<file path="src/rtl/alu_exec_unit.sv">
// Multi-cycle ALU execute unit: single-cycle logic/arith/compare ops, serial
// one-bit-per-cycle shifts, valid/ready handshakes on both sides.
module alu_exec_unit #(
  parameter int WIDTH = 32
) (
  input  logic             clk,
  input  logic             reset_n,
  input  logic             in_valid,
  output logic             in_ready,
  input  logic [3:0]       ALUControl,
  input  logic             ShiftArith,
  input  logic [WIDTH-1:0] SrcA,
  input  logic [WIDTH-1:0] SrcB,
  output logic             out_valid,
  input  logic             out_ready,
  output logic [WIDTH-1:0] ALUResult,
  output logic             Zero,
  output logic             busy
);

  localparam int SW = $clog2(WIDTH);

  typedef enum logic [1:0] {
    IDLE,
    SHIFT,
    DONE
  } state_t;

  state_t           state;
  state_t           state_next;
  logic [WIDTH-1:0] work_reg;
  logic [SW-1:0]    count;
  logic             dir_left;
  logic             arith;
  logic [WIDTH-1:0] result_reg;
  logic             zero_reg;

  logic             accept;
  logic             is_shift;
  logic [SW-1:0]    shamt;
  logic [WIDTH-1:0] op_result;
  logic [WIDTH-1:0] shift_next;

  assign accept   = in_valid && (state == IDLE);
  assign is_shift = (ALUControl == 4'b0010) || (ALUControl == 4'b0110);
  assign shamt    = SrcB[SW-1:0];

  always_comb begin
    op_result = '0;
    case (ALUControl)
      4'b0000: op_result = SrcA + SrcB;
      4'b0001: op_result = SrcA - SrcB;
      4'b0011: op_result = WIDTH'($signed(SrcA) < $signed(SrcB));
      4'b0100: op_result = WIDTH'(SrcA < SrcB);
      4'b0101: op_result = SrcA ^ SrcB;
      4'b1000: op_result = SrcA | SrcB;
      4'b1001: op_result = SrcA & SrcB;
      default: op_result = '0;
    endcase
  end

  // SRA refills the MSB with its current value; SLL/SRL refill with zero
  always_comb begin
    shift_next = '0;
    if (dir_left)
      shift_next = {work_reg[WIDTH-2:0], 1'b0};
    else
      shift_next = {arith & work_reg[WIDTH-1], work_reg[WIDTH-1:1]};
  end

  always_ff @(posedge clk) begin
    if (!reset_n)
      state <= IDLE;
    else
      state <= state_next;
  end

  always_comb begin
    state_next = state;
    in_ready   = 1'b0;
    out_valid  = 1'b0;
    busy       = 1'b0;
    case (state)
      IDLE: begin
        in_ready = 1'b1;
        if (accept)
          state_next = (is_shift && (shamt != '0)) ? SHIFT : DONE;
      end
      SHIFT: begin
        busy = 1'b1;
        if (count == SW'(1))
          state_next = DONE;
      end
      DONE: begin
        busy      = 1'b1;
        out_valid = 1'b1;
        if (out_ready)
          state_next = IDLE;
      end
      default: state_next = IDLE;
    endcase
  end

  // Result registers only move when a result is produced, so they hold in DONE
  always_ff @(posedge clk) begin
    if (!reset_n) begin
      work_reg   <= '0;
      count      <= '0;
      dir_left   <= 1'b0;
      arith      <= 1'b0;
      result_reg <= '0;
      zero_reg   <= 1'b1;
    end else begin
      case (state)
        IDLE: begin
          if (accept) begin
            if (is_shift) begin
              work_reg <= SrcA;
              count    <= shamt;
              dir_left <= (ALUControl == 4'b0010);
              arith    <= ShiftArith;
              if (shamt == '0) begin
                result_reg <= SrcA;
                zero_reg   <= (SrcA == '0);
              end
            end else begin
              result_reg <= op_result;
              zero_reg   <= (op_result == '0);
            end
          end
        end
        SHIFT: begin
          work_reg <= shift_next;
          count    <= count - SW'(1);
          if (count == SW'(1)) begin
            result_reg <= shift_next;
            zero_reg   <= (shift_next == '0);
          end
        end
        default: ;
      endcase
    end
  end

  assign ALUResult = result_reg;
  assign Zero      = zero_reg;

endmodule
</file>
<file path="config.mk">
export PLATFORM = sky130hd
export DESIGN_NAME = alu_exec_unit
export DESIGN_NICKNAME = d
export VERILOG_FILES = /design/src/rtl/alu_exec_unit.sv
export SDC_FILE = /design/constraint.sdc
export NUM_CORES = 1
export LEC_CHECK = 0
export ABC_AREA = 1
export CAP_MARGIN = 20
export CORE_ASPECT_RATIO = 0.9
export CORE_UTILIZATION = 60
export CTS_CLUSTER_SIZE = 25
export DETAILED_ROUTE_END_ITERATION = 10
export PLACE_DENSITY = 0.83
export SYNTH_ARGS = -nofsm -noshare
export SYNTH_HDL_FRONTEND = slang
export SYNTH_SLANG_ARGS = --single-unit
</file>
<file path="constraint.sdc">
create_clock -name clk -period 3.27 [get_ports clk]
set_input_delay 0.981 -clock clk [delete_from_list [all_inputs] [get_ports clk]]
set_output_delay 0.981 -clock clk [all_outputs]
set_load 0.01 [all_outputs]
</file>
==> run metrics, run 1 <==
outcome=aborted with a tool error; Fail Step=5_1_grt; GRT overflow=180; Port Buf Inserts=108; die height=130 µm; Syn. warnings=0; number of global-route vias before repair=19,300; most frequent cell after synthesis=nand2_1; Cells after DPL=2,505; syn_nets=2,068; top cell type's share of synthesized area=16.1%; clk buf depth=2; post-synth top area cell=nand2_1; first-pass GRT wire length=112 mm; CTS sink cnt=74; post-synthesis average cell area=5.79 µm²; CTS Buf Count=9; Die Span X=144 µm; Initial Util=61.5%; Seq/Total Area, Yosys=13.6%; prevailing post-synth register cell=dfxtp_1; Synth area leaders=nand2_1, dfxtp_1, ha_1; EDFF count, synth=0; largest net degree at the start of global routing=51; CTS H-tree depth=3; hpwl dp=37.6 mm; Tot GR Track Use=77.8%; ys async rst share=0%; IO Count=109; GPL Wtd Cong=1.16; Unique masters post-synth=49; stop err=[ERROR GRT-0116] Global routing finished with congestion. Check the congestion regions in the DRC Viewer.; number of synthesized register bits=74; area of the mapped netlist=10,900 µm²; Clock Tree Root=clkbuf_16; # rows=46; post-synthesis instance total=1,885; most frequent cells after synthesis=nand2_1, inv_1, nand3_1, nor2_1, o21ai_0
-- routing by layer --
| metal | overflow | global-route usage (%) |
|---|---|---|
| met1 | 3 | 78.4 |
| met2 | 103 | 95.5 |
| met3 | 7 | 58.5 |
| met4 | 67 | 85.5 |
| met5 | 0 | 15.3 |
-- logic make-up after synthesis --
family	after synthesis	share of synthesized area, %
AND/OR/NAND/NOR	931	38.3
buffers and inverters	385	15.2
AO/OA/AOI/OAI	376	19.4
adder cells (fa/ha/maj)	110	12.8
flip-flops	74	13.6
multiplexers	7	0.642
XOR/XNOR	2	0.161
-- stage by stage --
step / setup WS, ns / instance area (µm²) / TNS (ns) / util [%] / hold slack [ns]
4_1_cts: 0.000577 / 16100 / 0 / 90.6 / 0.469
3_5_place_dp: -0.817 / 14600 / -11.54 / 82.4 / 0.458
3_3_place_gp: -0.783 / 14600 / -9.14 / 82.4 / 0.452
2_1_floorplan: 0.255 / 10900 / 0 / - / 0.435
-- repair_timing --
item,CTS
buffers inserted,31
setup endpoints to repair,21
hold buffers,0
pin swaps,71
hold endpoints to repair,0
resized for setup,291
cloned,0
==> run 2, diff against run 1 <==
--- a/config.mk
+++ b/config.mk
@@ -7,11 +7,9 @@
 export LEC_CHECK = 0
 export ABC_AREA = 1
 export CAP_MARGIN = 20
-export CORE_ASPECT_RATIO = 0.9
-export CORE_UTILIZATION = 60
-export CTS_CLUSTER_SIZE = 25
+export CORE_UTILIZATION = 40
 export DETAILED_ROUTE_END_ITERATION = 10
-export PLACE_DENSITY = 0.83
+export PLACE_DENSITY_LB_ADDON = 0.15
 export SYNTH_ARGS = -nofsm -noshare
 export SYNTH_HDL_FRONTEND = slang
 export SYNTH_SLANG_ARGS = --single-unit
==> run metrics, run 2 <==
outcome=completed; Synth Area in Simple Gates=38.3%; Placed Instance Area=15,200 µm²; crit path max fanout=6; min cycle time layout=3.12 ns; drt drc=0; Worst Setup Start Kind=input port; number of synthesized register bits=74; GRT overflow=0; endpoints failing setup=0; number of global-route vias before repair=14,000; worst min-delay path category=reg -> reg; Clock Skew=0.0112 ns; fraction of layout cells with a size suffix above 1=42.8%; prevailing post-synth register cell=dfxtp_1; period utilisation layout=95.4%; # rows=60; Synth area leaders=nand2_1, dfxtp_1, ha_1; CTS Buf Count=9; CTS Hold Bufs=0; largest net degree at the start of global routing=64; Design Area, Final=17,600 µm²; Worst Hold Launch=work_reg[12]$_SDFFE_PN0P_; Power Dens Cells=399 nW/µm²; antenna-violating nets left=0; vias per cell=5.45; Clock Tree Root=clkbuf_16; syn_nets=2,068; final hold viol count=0; Syn. warnings=0; Die Span X=167 µm; Clk pin slew, worst setup/hold paths=0.07 ns; Seq/Total Area, Yosys=13.6%; Ant. Diodes=0; Port Buf Inserts=108; worst vdd ir=561 µV; CTS H-tree depth=3; drt pass-1 iters=6; most common cell after layout, fill and taps aside=buf_4; top cell type's share of synthesized area=16.1%; Reg2Reg Launch Point=dir_left$_SDFFE_PN0P_; most frequent cells after synthesis=nand2_1, inv_1, nand3_1, nor2_1, o21ai_0; largest family of logic cells by synthesized area=simple AND/OR/NAND/NOR gates; Initial DRC Count=1,177; die height=167 µm; GPL Wtd Cong=1.08; clock latency at the later pin of the worst-skew pair=0.35 ns; Layout area overhead=61.2%; Worst Tran Pin Value=0.620 ns; Non-Filler Instances=2,728; initial antenna violation count=0; Post-Synth XOR/XNOR Area=0.161%; via count=14,900; Final nets=2,565; Slew Viols, Final=0; EDFF count, synth=0; Unique masters post-synth=49; Cells after DPL=2,671; CP endpoint kind=flop; ys async rst share=0%; multiplexer area fraction after synthesis=0.642%; critical path class=in -> reg; Leakage=8.79 nW; Slew headroom=58.7%; post-synthesis average cell area=5.79 µm²; Core Region=26,900 µm²; most frequent cell after synthesis=nand2_1; CP Launch Point=SrcB[9]; Post-Synth Adder-Cell Area=12.8%; Tot GR Track Use=37.6%; CTS tree=yes; Initial Util=40.6%; maximum clock frequency=321 MHz; commonest non-fill, non-tap cells in the layout=buf_4, nand2_1, inv_1; IO Count=109; first-pass GRT wire length=80.4 mm; post-synthesis instance total=1,885; max cap viols=0; Die ar.=27,900 µm²; CTS sink cnt=74; clk buf depth=2; Arr. time, crit path=3.41 ns; hpwl dp=44.2 mm; post-synth top area cell=nand2_1; area of the mapped netlist=10,900 µm²; WP data required=3.56 ns; Total Wirelength=54.0 mm; Synth Area in Compound Gates=19.4%; Routed WL per cell=19.8 µm
[run 2: per-layer routing]
metal | up-vias | wire length [µm] | track usage [%]
li1 | 7132 | - | -
met3 | 142 | 3610 | 4.04
met1 | 6937 | 21900 | 47.2
met4 | 0 | 3380 | 19.6
met5 | - | 0 | 0
met2 | 643 | 25100 | 63.6
[run 2: area by class of cell]
class	instances	area, µm²
sequential	74	1480
tap	341	427
multi-input combinational	1426	9550
fill	2536	9290
inverter	305	1170
timing repair buffer	566	4660
clock inverter	7	66.3
clock buffer	9	225
[run 2: critical path, cell delays in order]
cell and delay (ns):
dlygate4sd2_1 0.26, inv_2 0.08, ha_4 0.22, buf_4 0.15, nand2_4 0.08, inv_4 0.04
nand2_2 0.10, inv_1 0.06, nand2_2 0.13, buf_4 0.13, nand4_1 0.12, nand3_2 0.11
nand3_2 0.09, nor2_1 0.10, nand2_1 0.09, nor2_2 0.11, nand2_1 0.07, nor2_1 0.10
nand3_1 0.08, nand2_1 0.07, nand2_1 0.04, nand2_1 0.08, nand2_1 0.05, nand2_1 0.06
[run 2: logic make-up after synthesis]
kind of cell / Yosys count
AO/OA/AOI/OAI: 376
XOR/XNOR: 2
adder cells (fa/ha/maj): 110
buffers and inverters: 385
flip-flops: 74
multiplexers: 7
AND/OR/NAND/NOR: 931
[run 2: repair_timing]
action	4_1_cts	5_1_grt
resized for setup	315	360
pin swaps	74	144
buffers inserted	20	23
endpoints found under the setup margin	17	7
[run 2: through the flow]
stage	setup TNS, ns	total power, mW	hold slack (ns)	setup slack [ns]	utilization, %
3_3_place_gp	-11.97	5.44	0.454	-0.864	56.6
4_1_cts	0	6.70	0.466	0.00805	61.6
5_1_grt	-0.0255	7.43	0.495	-0.0255	65.4
3_5_place_dp	-12.01	5.47	0.457	-0.872	56.6
6_report	0	7.02	0.471	0.152	65.4
2_1_floorplan	0	3.55	0.435	0.255	-
[run 2: path summary, 6_finish.rpt]
| check | endpoint | slack (ns) | depth (start not counted) |
|---|---|---|---|
| setup / recovery | Zero$_SDFFE_PN1P_ | 0.15 | 24 |
| hold reg to reg | work_reg[12]$_SDFFE_PN0P_ | 0.47 | 2 |
| hold / removal | work_reg[12]$_SDFFE_PN0P_ | 0.47 | 2 |
| setup reg to reg | Zero$_SDFFE_PN1P_ | 0.69 | 11 |
[run 2: where the power goes]
part | internal, mW | switching (mW)
combinational | 1.93 | 2.59
sequential | 1.25 | 0.248
clock | 0.537 | 0.460
total | 3.72 | 3.30
No activity file was read; power rests on OpenSTA's default activity.
